### src/rtl/dmg_pkg.sv
// Shared definitions for the DMG line fetcher: display geometry, fetch FSM
// states and the row-to-byte-offset helper.
package dmg_pkg;

    localparam int COLS          = 160;
    localparam int ROWS          = 144;
    localparam int BYTES_PER_ROW = COLS / 4;
    localparam int COL_W         = 6;

    typedef enum logic [1:0] {
        IDLE,
        REQ,
        GAP,
        DRAIN
    } fetch_state_t;

    // row * 40 built from two shifts; callers truncate to their address width
    function automatic logic [15:0] row_offset(input logic [7:0] row);
        logic [15:0] r;
        r = {8'd0, row};
        return (r << 5) + (r << 3);
    endfunction

endpackage

### src/rtl/dmg_line_bank.sv
// Ping-pong line buffer: one bank is displayed while the other is filled.
// A swap exchanges roles and invalidates the bank that becomes the fill bank.
module dmg_line_bank
    import dmg_pkg::*;
(
    input  logic             clk_8m,
    input  logic             rst,
    input  logic             swap,
    input  logic             wr_en,
    input  logic [COL_W-1:0] wr_col,
    input  logic [7:0]       wr_data,
    input  logic             set_valid,
    input  logic [COL_W-1:0] rd_col,
    output logic [7:0]       rd_data,
    output logic             rd_valid
);

    logic [7:0] mem [2][BYTES_PER_ROW];
    logic       disp_sel;
    logic       fill_sel;
    logic [1:0] valid;

    assign fill_sel = ~disp_sel;
    assign rd_valid = valid[disp_sel];

    // Bank roles and per-bank valid flags
    // NOTE: clocked state uses <= so every flop samples pre-edge values; = here would create order-dependent races.
    always_ff @(posedge clk_8m) begin
        if (rst) begin
            disp_sel <= 1'b0;
            valid    <= 2'b00;
        end else if (swap) begin
            disp_sel        <= ~disp_sel;
            valid[disp_sel] <= 1'b0;
        end else if (set_valid) begin
            valid[fill_sel] <= 1'b1;
        end
    end

    // Byte storage, written only from fetched RAM data
    // NOTE: storage is deliberately not reset; the valid flags gate every read, and a reset here would block RAM inference.
    always_ff @(posedge clk_8m) begin
        if (wr_en) begin
            mem[fill_sel][wr_col] <= wr_data;
        end
    end

    // Display-bank read, guarded against columns past the end of the row
    // NOTE: every always_comb output gets a default first, so no path leaves it unassigned and no latch is inferred.
    always_comb begin
        rd_data = 8'h00;
        if (rd_col < COL_W'(BYTES_PER_ROW)) begin
            rd_data = mem[disp_sel][rd_col];
        end
    end

endmodule

### src/rtl/dmg_line_fetch.sv
// Line prefetcher for the DMG LCD controller: on each row change it fetches
// the following row from the packed 2bpp framebuffer into the fill bank and
// serves pixels of the current row from the display bank.
module dmg_line_fetch
    import dmg_pkg::*;
#(
    parameter int            AW      = 13,
    parameter logic [AW-1:0] FB_BASE = '0
) (
    input  logic          clk_8m,
    input  logic          rst,
    input  logic [8:0]    pix_x,
    input  logic [7:0]    pix_y,
    output logic [1:0]    pix_data,
    output logic          mem_req,
    output logic [AW-1:0] mem_addr,
    input  logic          mem_ack,
    input  logic [7:0]    mem_rdata,
    output logic          fetch_underrun
);

    fetch_state_t     state_q, state_d;
    logic [7:0]       prev_y, row_q, next_row, tgt_row;
    logic             line_chg, tgt_ok;
    logic [COL_W-1:0] col_q, col_d;
    logic [AW-1:0]    addr_q, addr_d;
    logic             load_addr, bank_we, bank_set_valid, underrun_set;
    logic [7:0]       rd_data;
    logic             rd_valid;

    assign line_chg = (pix_y != prev_y);
    assign next_row = pix_y + 8'd1;
    // Row the next fetch targets; a line change this cycle supersedes the held row
    assign tgt_row  = line_chg ? next_row : row_q;
    assign tgt_ok   = (tgt_row < 8'(ROWS));

    assign mem_req  = (state_q == REQ) || (state_q == DRAIN);
    assign mem_addr = addr_q;

    // Track the controller row and latch the row to prefetch
    always_ff @(posedge clk_8m) begin
        if (rst) begin
            prev_y <= 8'hFF;
            row_q  <= 8'h00;
        end else begin
            prev_y <= pix_y;
            if (line_chg) begin
                row_q <= next_row;
            end
        end
    end

    // Fetch FSM state, column, held address and sticky underrun flag
    always_ff @(posedge clk_8m) begin
        if (rst) begin
            state_q        <= IDLE;
            col_q          <= '0;
            addr_q         <= '0;
            fetch_underrun <= 1'b0;
        end else begin
            state_q <= state_d;
            col_q   <= col_d;
            addr_q  <= addr_d;
            if (underrun_set) begin
                fetch_underrun <= 1'b1;
            end
        end
    end

    // Next-state, bank write and address load decisions
    always_comb begin
        state_d        = state_q;
        col_d          = col_q;
        addr_d         = addr_q;
        load_addr      = 1'b0;
        bank_we        = 1'b0;
        bank_set_valid = 1'b0;
        underrun_set   = 1'b0;

        case (state_q)
            IDLE: begin
                if (line_chg && tgt_ok) begin
                    state_d   = REQ;
                    col_d     = '0;
                    load_addr = 1'b1;
                end
            end
            REQ: begin
                if (line_chg) begin
                    underrun_set = 1'b1;
                    if (mem_ack) begin
                        // The ack retires the outstanding read; its byte is dropped
                        state_d   = tgt_ok ? REQ : IDLE;
                        col_d     = '0;
                        load_addr = tgt_ok;
                    end else begin
                        state_d = DRAIN;
                    end
                end else if (mem_ack) begin
                    bank_we = 1'b1;
                    if (col_q == COL_W'(BYTES_PER_ROW - 1)) begin
                        bank_set_valid = 1'b1;
                        state_d        = IDLE;
                    end else begin
                        col_d   = col_q + 1'b1;
                        state_d = GAP;
                    end
                end
            end
            GAP: begin
                if (line_chg) begin
                    underrun_set = 1'b1;
                    state_d      = tgt_ok ? REQ : IDLE;
                    col_d        = '0;
                    load_addr    = tgt_ok;
                end else begin
                    state_d   = REQ;
                    load_addr = 1'b1;
                end
            end
            DRAIN: begin
                if (mem_ack) begin
                    state_d   = tgt_ok ? REQ : IDLE;
                    col_d     = '0;
                    load_addr = tgt_ok;
                end
            end
            default: state_d = IDLE;
        endcase

        if (load_addr) begin
            addr_d = FB_BASE + AW'(row_offset(tgt_row)) + AW'(col_d);
        end
    end

    dmg_line_bank u_bank (
        .clk_8m    (clk_8m),
        .rst       (rst),
        .swap      (line_chg),
        .wr_en     (bank_we),
        .wr_col    (col_q),
        .wr_data   (mem_rdata),
        .set_valid (bank_set_valid),
        .rd_col    (pix_x[7:2]),
        .rd_data   (rd_data),
        .rd_valid  (rd_valid)
    );

    // Registered pixel select; blank outside the visible columns or on an invalid bank
    always_ff @(posedge clk_8m) begin
        if (rst) begin
            pix_data <= 2'b00;
        end else if ((pix_x < 9'(COLS)) && rd_valid) begin
            pix_data <= rd_data[{pix_x[1:0], 1'b0} +: 2];
        end else begin
            pix_data <= 2'b00;
        end
    end

endmodule

### config.mk
export PLATFORM = sky130hd
export DESIGN_NAME = dmg_line_fetch
export DESIGN_NICKNAME = d
export VERILOG_FILES = /design/src/rtl/dmg_pkg.sv /design/src/rtl/dmg_line_bank.sv /design/src/rtl/dmg_line_fetch.sv
export SDC_FILE = /design/constraint.sdc
export NUM_CORES = 1
export LEC_CHECK = 0
export BUFFER_PORTS_ARGS = -buffer_cell sky130_fd_sc_hd__buf_2
export CAP_MARGIN = 25
export CORE_AREA = 3 3 229 231
export DETAILED_ROUTE_END_ITERATION = 6
export DIE_AREA = 0 0 232 234
export GPL_TIMING_DRIVEN = 1
export PLACE_DENSITY = 0.85
export SYNTH_ARGS = -nofsm -noshare
export SYNTH_HDL_FRONTEND = slang
export SYNTH_SLANG_ARGS = --single-unit
### constraint.sdc
create_clock -name clk_8m -period 4.9 [get_ports clk_8m]
set_clock_uncertainty 0.2 [all_clocks]
set_input_delay 0.98 -clock clk_8m [delete_from_list [all_inputs] [get_ports clk_8m]]
set_output_delay 0.98 -clock clk_8m [all_outputs]
set_load 0.01 [all_outputs]
# == Yosys cells after proc, flatten, opt, wreduce, memory -nomap -nowiden ==
# Memory sizes are Yosys's and may differ from the RTL's. A register that Yosys moved wholly into a read port is not among the register bits.
# Index checks and enable logic that the tools add are counted.
# totals
register_bits,43
latch_bits,0
ram_bits,640
rom_bits,0
input_bits,28
output_inout_bits,17
wordCells,100
n_memories,1
# mem_list
memory,depth,word_bits,rd,rd_ports_with_merged_regs,write_ports,line,rtl
u_bank.mem,2,320,1,1,1,dmg_line_bank.sv:18,logic [7:0] mem [2][BYTES_PER_ROW];
# op_classes
addsub,4
n_mul,0
div_mod_pow,0
n_lt_le_gt_ge,10
n_eq_ne,8
shifts,1
n_mux,49
bitwise_logic,7
reduce_logical,11
# ops
operator,count
$mux 320,1
$bmux 8 s6,1
$demux 8 s6,1
$mux 8,5
$mux 6,6
$pmux 6 s4,1
$mux 1,22
$mux 2,8
$ge 7x7->1 const B,2
$not 6->7,2
$add 13x11->13,1
$add 13x6->13,1
$lt 9x8->1 const B,1
$add 8x1->8 const B,1
$lt 8x8->1 const B,1
$ne 8x8->1,1
$pmux 2 s4,1
$shiftx 8x4->2,1
$lt 7x1->1 const B,1
$add 6x1->6 const B,1
$eq 6x6->1 const B,1
$lt 6x6->1 const B,1
$logic_and 1x1->1,5
$eq 2x2->1 const B,2
other kinds (16),22

# == Depth between registers and ports, before layout ==
# Gate-level depths: netlist (run 1).
# logic_depth
ltp_word,8
ltp_mapped,19
ltp_nobuf,18

# == By module ==
# A second synthesis (run 1) with hierarchy kept.
# unflattened
cells_unflattened,1462
area_unflattened_um2,27610.2
# by_module_without_submodules
module,n_inst,cells_each,area_each_um2,seq_area_each_um2
dmg_line_bank,1,1170,25080.3,19298.5
dmg_line_fetch,1,292,2529.9,800.8

# == Worst setup path after synthesis (run 1) ==
# No wires, ideal clock.
# synth_timing
path_type,input -> register
startpoint,in pix_y[4]
endpoint,"reg addr_q[12], in the netlist mem_addr[12]"
setup_time_ns,0.129
t_arrival_ns,4.405
required_ns,4.571
slack_ns,0.166
stages,16
n_path_buf,1
cell_sequence,buf_2 -> xnor2_1 -> nand4_2 -> nor2_2 -> o21ai_1 -> or4_1 -> nand2_1 -> fa_1 -> fa_1 -> a21o_1 -> a21oi_1 -> o21ai_0 -> a21oi_1 -> a211oi_1 -> a311oi_1 -> nor3_1
# synth_between
elab_chain_len,7
word_cells_on_any_way,16
cone_classes,add/sub (3); order compare (1); eq/ne (1); mux (10); reduce/logical (1)
# synth_rtl
item,line,rtl
"start, declared",dmg_line_fetch.sv:13,"input logic [7:0] pix_y,"
$add 8x1->8 / $ne 8x8->1 (equally long branches),"dmg_line_fetch.sv:32, dmg_line_fetch.sv:31",
$mux 8,-,
$lt 8x8->1,dmg_line_fetch.sv:35,assign tgt_ok = (tgt_row < 8'(ROWS));
$logic_and 1x1->1,dmg_line_fetch.sv:82,if (line_chg && tgt_ok) begin
$mux 6,dmg_line_fetch.sv:82,
$pmux 6 s4 *,dmg_line_fetch.sv:80,case (state_q)
net col_d[5],dmg_line_fetch.sv:25,"logic [COL_W-1:0] col_q, col_d;"
$add 13x6->13 *,dmg_line_fetch.sv:132,addr_d = FB_BASE + AW'(row_offset(tgt_row)) + AW'(col_d);
"end signal, assigned",dmg_line_fetch.sv:63,addr_q <= addr_d;
"end, declared",dmg_line_fetch.sv:26,"logic [AW-1:0] addr_q, addr_d;"
# The timed path passes the listed nets; every way through them passes the cells marked *.
# A chain may end at the register's enable or synchronous reset.

# == Worst setup path after layout (run 1) ==
# layout_timing
startpoint,in pix_y[1]
endpoint,"reg addr_q[12], in the netlist mem_addr[12]"
# Same word-level chain as after synthesis.

==> results of run 1 <==
==> metal layers <==
| metal | part of all wire, % | wire, µm | vias up | global-route usage, % |
|---|---|---|---|---|
| met4 | 4.1 | 2739 | 2 | 10.40 |
| met1 | 36 | 24010 | 7734 | 33.38 |
| li1 | - | - | 6353 | - |
| met5 | 0.020 | 13 | - | 0 |
| met3 | 10 | 6690 | 200 | 4.713 |
| met2 | 50 | 33010 | 1089 | 40.81 |
==> sequential cells by signal, indices dropped and copies added, names as in the netlist, 2 cells and up, named ones only <==
| name | flops |
|---|---|
| col_q | 6 |
| state_q | 2 |
| prev_y | 8 |
| u_bank.mem | 640 |
| row_q | 8 |
| pix_data | 2 |
| u_bank.valid | 2 |
| mem_addr | 13 |
==> kinds of logic (layout without fill, tap and decap cells) <==
kind of cell             Yosys count  after routing  synth area share (%)
AND/OR/NAND/NOR                  304            304                 5.138
buffers and inverters             93            256                 2.234
other                              0              1                     0
multiplexers                     208            208                 14.14
flip-flops                       684            684                 72.20
adder cells (fa/ha/maj)           23             23                 1.088
XOR/XNOR                          16             16                0.5529
AO/OA/AOI/OAI                    185            185                 4.643
==> path summary, 6_finish.rpt <==
kind              slack, ns             from              end
setup / recovery       0.28         pix_y[1]     mem_addr[12]
hold / removal         0.27  u_bank.valid[0]  u_bank.valid[0]
setup reg to reg       0.44       state_q[0]     mem_addr[12]
hold reg to reg        0.27  u_bank.valid[0]  u_bank.valid[0]
==> layout by cell type, fill, tap and decap left out, types with 9 or more instances in the layout <==
master / n
nand2_1: 66
mux2i_1: 61
clkbuf_1: 16
o21ai_0: 25
or2_2: 13
clkbuf_16: 69
o31ai_1: 10
nor2b_1: 21
a21oi_1: 45
inv_1: 13
clkinv_1: 13
a22oi_1: 16
buf_2: 43
buf_4: 74
a211oi_1: 9
nand3_1: 19
ha_1: 21
edfxtp_1: 640
mux4_2: 139
clkinv_2: 9
nor2_1: 123
dfxtp_1: 43
a221oi_1: 12
xnor2_1: 13
nor3_1: 13
==> layout make-up <==
| cell class | count | area [µm²] | share of cell area (%) |
|---|---|---|---|
| sequential | 684 | 20100 | 64.52 |
| inverter | 13 | 48.80 | 0.1566 |
| clock buffer | 85 | 1787 | 5.734 |
| antenna | 1 | 2.502 | 0.008031 |
| tap | 672 | 840.8 | 2.699 |
| multi-input combinational | 736 | 7116 | 22.84 |
| clock inverter | 33 | 337.8 | 1.084 |
| timing repair buffer | 125 | 922.1 | 2.960 |
==> metrics by stage <==
step	utilization (%)	power (mW)	area, µm²	hold WS, ns	instances
2_1_floorplan	-	7.070	27840	0.2455	1513
3_5_place_dp	57.67	7.339	28990	0.2573	2228
6_report	61.98	12.30	31160	0.2713	2349
3_3_place_gp	57.63	7.306	28970	0.2641	2227
4_1_cts	61.89	12.33	31110	0.2722	2346
5_1_grt	61.98	12.62	31160	0.3018	2349
==> power groups by stage <==
| stage | Combinational (mW) | Clock (mW) | Sequential, mW |
|---|---|---|---|
| after floorplan | 0.523 | 0 | 6.55 |
| after global placement | 0.753 | 0 | 6.55 |
| after detailed placement | 0.785 | 0 | 6.55 |
| after CTS | 0.800 | 5.10 | 6.43 |
| after global routing | 0.859 | 5.33 | 6.43 |
| final | 0.806 | 5.07 | 6.43 |
==> worst max-delay path, stage by stage <==
cell      delay, ns
buf_2          0.13
ha_1           0.20
and3_4         0.16
or4_1          0.40
o211a_1        0.15
nor3_1         0.14
a21oi_1        0.09
o21ai_0        0.28
nand2_1        0.14
fa_1           0.51
fa_1           0.46
a21o_1         0.17
a21oi_1        0.20
o21ai_0        0.15
a21oi_1        0.21
a211oi_1       0.10
a311oi_1       0.27
nor3_1         0.08
==> impl_metrics.json, run 1 <==
{
  "drtIter0Drc": 2317,
  "power_frac_comb_pct": 6.6,
  "drive_gt1_share_pct": 22.61,
  "max-vdd-ir-drop_mv": 0.2453,
  "critical_path.startpoint_type": "primary input",
  "yosysMostFrequentCell": "edfxtp_1",
  "ios": 45,
  "syn_to_final_growth_pct": 11.93,
  "grt_max_degree": 63,
  "grt_pass1_wl_um": 99660,
  "max_slew.worst_pin.slew_ns": 1.057,
  "syn_inst": 1513,
  "die-area_mm2": 0.05429,
  "post_synth.cell_area_avg_um2": 18.40,
  "ys_seq_elements": 684,
  "io_buffers": 44,
  "layout.nets": 1678,
  "route.detailed.drc": 0,
  "cts_resized": 0,
  "start_util_pct": 55.37,
  "status": "finished clean",
  "slew_headroom_pct": 29.25,
  "netSwitchingFraction_pct": 21.34,
  "synthTopCellsByCount": "edfxtp_1, mux4_2, nor2_1, nand2_1, mux2i_1",
  "rsz0062_at_grt": "no",
  "end_kind": "register",
  "crit_type": "primary input to register",
  "clock_power_share_pct": 41.2,
  "p_leak_nw": 10.13,
  "synth_edf_count": 640,
  "ys_warn_count": 0,
  "syn-num-nets": 1564,
  "num_rows": 82,
  "critPathArrivalTime_ns": 4.84,
  "p_int_mw": 9.678,
  "yosysSeqAreaShare_pct": 72.20,
  "ctsHoldBuffers": 0,
  "grt_pass1_vias": 15490,
  "crit_required_ns": 5.12,
  "gp_congestion": 0.9274,
  "viasPerCell": 6.547,
  "yosysTopAreaCell": "edfxtp_1",
  "cts_setup_buffers": 0,
  "cts_sinks": 684,
  "cp_max_fo": 5,
  "antenna_found_initial": 2,
  "routed_wl_um": 66460,
  "core_mm2": 0.05027,
  "finalHoldViolations": 0,
  "min_path_cells": 2,
  "fmax_ghz": 0.2166,
  "setup_viol": 0,
  "ys_types": 72,
  "wl_per_cell_um": 28.29,
  "power_switching_mw": 2.625,
  "grt_use_total_pct": 24.94,
  "async_reset_ff_share_pct": 0,
  "clockBufferDepth": 3,
  "tns_ns": 0,
  "worst_slack_ns": 0.2841,
  "fin_crit_ns": 4.616,
  "synth_top_area_share_pct": 69.04,
  "vias": 15380,
  "finalMaxSlewViolations": 0,
  "syn_area_mm2": 0.02784,
  "worst_r2r_path_depth": 15,
  "power.density_mw_per_mm2": 394.9,
  "hpwl_um": 39700,
  "firstDrtPassIters": 6,
  "cts_inserted_buffers": 67,
  "synth_area_leaders": "edfxtp_1, mux4_2, dfxtp_1, mux2i_1, nor2_1",
  "die_x_um": 232,
  "p_seq_share_pct": 52.2,
  "pre_cts_ws_ns": -0.2263,
  "grt_remaining_overflow": 0,
  "fin_crit_sh_pct": 94.20,
  "die_h_um": 234,
  "h-tree-depth": 3,
  "drv_cap": 0,
  "cts_tree": "built",
  "hold_class": "register to register",
  "clock_latency_ns": 0.59,
  "cts_root_buffer": "clkbuf_16",
  "ant_nets": 0,
  "fillCellCount": 3346,
  "synthFlopType": "edfxtp_1",
  "path_clk_slew_ns": 0.06
}
Note: power is estimated with default switching activity, not from simulation.
==> run 2, diff against run 1 <==
--- a/config.mk
+++ b/config.mk
@@ -8,6 +8,7 @@
 export BUFFER_PORTS_ARGS = -buffer_cell sky130_fd_sc_hd__buf_2
 export CAP_MARGIN = 25
 export CORE_AREA = 3 3 229 231
+export CTS_BUF_LIST = sky130_fd_sc_hd__clkbuf_2 sky130_fd_sc_hd__clkbuf_4 sky130_fd_sc_hd__clkbuf_8
 export DETAILED_ROUTE_END_ITERATION = 6
 export DIE_AREA = 0 0 232 234
 export GPL_TIMING_DRIVEN = 1
==> run 2 against run 1 <==
Net effect:
- sequential power barely moved
- first-iteration DRC count fell by 11%
- combinational power is 2% lower
- global-route usage shrank 1.3 points
- flip-flop and latch count stayed put
- clock-buffer cell count is 52 higher
- maximum frequency grew 3.6%
- clock power decreased by 11%
- hold slack better by 0.0019 ns
- via count decreased by 0.12%
- worst setup slack better by 0.16 ns
- total power fell by 4.7%
- critical endpoint unchanged
- highest routed layer unchanged
==> impl_metrics.json, run 2 (synthesis gave the netlist of run 1 again) <==
{
  "h-tree-depth": 3,
  "layout.nets": 1711,
  "finalMaxSlewViolations": 0,
  "critical_path.startpoint_type": "primary input",
  "routed_wl_um": 62980,
  "path_clk_slew_ns": 0.06,
  "setup_viol": 0,
  "status": "finished clean",
  "postLayoutCellArea_mm2": 0.03100,
  "min_path_cells": 2,
  "fmax_ghz": 0.2245,
  "cts_setup_buffers": 0,
  "crit_top_cell": "a21oi_1",
  "core_mm2": 0.05027,
  "cts_root_buffer": "clkbuf_8",
  "power.density_mw_per_mm2": 378.1,
  "power_frac_comb_pct": 6.7,
  "clock_power_share_pct": 38.4,
  "p_seq_share_pct": 54.9,
  "drtIter0Drc": 2067,
  "stdcell_count": 2416,
  "grt.busiest_layer": "met2",
  "drive_gt1_share_pct": 25.82,
  "p_leak_nw": 10.15,
  "io_buffers": 44,
  "dp.cells": 2228,
  "cpPeakStageDelay_ns": 0.51,
  "fin_crit_sh_pct": 90.89,
  "slew_headroom_pct": 31.14,
  "layout_commonest_cell": "edfxtp_1",
  "use_met2_pct": 38.45,
  "power_switching_mw": 2.637,
  "firstDrtPassIters": 6,
  "ios": 45,
  "grt_remaining_overflow": 0,
  "critical_path.top_delay_family": "compound AO/OA/AOI/OAI gates",
  "max_slew.worst_pin.slew_ns": 1.033,
  "r2r-start": "state_q[0]",
  "netSwitchingFraction_pct": 22.50,
  "cp_slowest_cell": "fa_1",
  "hpwl_um": 39700,
  "wl_per_cell_um": 26.07,
  "postLayoutCoreUtil_pct": 61.66,
  "largest_reg_flops": 640,
  "place_area_mm2": 0.02899,
  "antenna_found_initial": 2,
  "clock_latency_ns": 0.70,
  "end_kind": "register",
  "grt_use_total_pct": 23.67,
  "cts_sinks": 684,
  "vias": 15360,
  "start_util_pct": 55.37,
  "layout_common_cells": "edfxtp_1, mux4_2, nor2_1",
  "p_int_mw": 9.084,
  "route.detailed.drc": 0,
  "whs_endpoint": "u_bank.valid[0]",
  "critPathArrivalTime_ns": 4.80,
  "ctsHoldBuffers": 0,
  "grt_pass1_wl_um": 95520,
  "regToRegSetupSlack_ns": 0.52,
  "num_rows": 82,
  "r2r-end": "mem_addr[12]",
  "drv_cap": 0,
  "grt_pass1_vias": 15550,
  "viasPerCell": 6.358,
  "die_x_um": 232,
  "gp_congestion": 0.9274,
  "rsz0062_at_grt": "no",
  "cts_tree": "built",
  "finalHoldViolations": 0,
  "crit_required_ns": 5.25,
  "worstPathCellList": "buf_2, ha_1, and3_4, or4_1, o211a_1, nor3_1, a21oi_1, o21ai_0, nand2_1, fa_1, fa_1, a21o_1, a21oi_1, o21ai_0, a21oi_1, a211oi_1, a311oi_1, nor3_1",
  "cts_inserted_buffers": 101,
  "cp_max_fo": 5,
  "regMostFlops": "u_bank.mem",
  "die-area_mm2": 0.05429,
  "grt_max_degree": 63,
  "worst_r2r_path_depth": 15,
  "path_buf_inv": 1,
  "syn_to_final_growth_pct": 11.36,
  "max-vdd-ir-drop_mv": 0.2066,
  "fin_crit_ns": 4.453,
  "hold_class": "register to register",
  "clockBufferDepth": 3,
  "cts_resized": 0,
  "ant_nets": 0,
  "use_met1_pct": 31.70,
  "worstHoldStart": "u_bank.valid[0]",
  "die_h_um": 234,
  "use_met3_pct": 5.333,
  "crit_type": "primary input to register"
}
run 2: cell count changes in the layout (fill, tap and decap cells not counted):
cell | previous run | this run
clkbuf_8 | 0 | 106
clkbuf_16 | 69 | 0
clkbuf_4 | 0 | 31
clkbuf_1 | 16 | 0
clkinv_1 | 13 | 25
clkinv_2 | 9 | 16
bufinv_16 | 7 | 2
buf_12 | 7 | 6
clkinv_4 | 1 | 0
clkinv_8 | 0 | 1
clkinvlp_4 | 1 | 2
inv_8 | 0 | 1
run 2: layout make-up:
type,instances,area [µm²]
clock buffer,137,1692
tap,672,840.8
timing repair buffer,124,902.1
clock inverter,49,294.0
inverter,13,48.80
antenna,1,2.502
multi-input combinational,736,7116
sequential,684,20100
fill,3394,19270
run 2: worst max-delay path by stage:
stage | startpoint | end | slack, ns | cells after the start
floorplan | pix_y[4] | mem_addr[12] | 0.17 | 16
global placement | pix_y[1] | mem_addr[12] | -0.04 | 19
detailed placement | pix_y[1] | mem_addr[12] | -0.23 | 18
CTS | pix_y[1] | mem_addr[12] | 0.52 | 18
global route | pix_y[1] | mem_addr[12] | 0.19 | 18
finish | pix_y[1] | mem_addr[12] | 0.45 | 18
run 2: stage by stage:
step / hold slack (ns) / power (mW) / worst slack, ns / setup TNS [ns]
finish: 0.2732 / 11.72 / 0.4466 / 0
global route: 0.2927 / 12.09 / 0.1874 / 0
CTS: 0.2659 / 11.79 / 0.5223 / 0
detailed placement: 0.2573 / 7.339 / -0.2263 / -0.4074
global placement: 0.2641 / 7.306 / -0.04262 / -0.04262
floorplan: 0.2455 / 7.070 / 0.1659 / 0
run 2: layer usage:
layer	wire length (µm)	vias up
met4	2019	2
met1	23260	7754
met5	13	-
met3	6611	161
li1	-	6443
met2	31080	1000
run 2: tightest hold or removal path, delay by kind of cell (launching register included):
kind	cells	cell delay (ns)
flip-flops	1	0.32
AND/OR/NAND/NOR	1	0.05
AO/OA/AOI/OAI	1	0.06
run 2: power by group through the flow:
stage / clock [mW] / sequential, mW / combinational (mW)
after floorplan: 0 / 6.55 / 0.523
after global placement: 0 / 6.55 / 0.753
after detailed placement: 0 / 6.55 / 0.785
after CTS: 4.57 / 6.43 / 0.789
after global routing: 4.81 / 6.43 / 0.848
final: 4.50 / 6.43 / 0.791
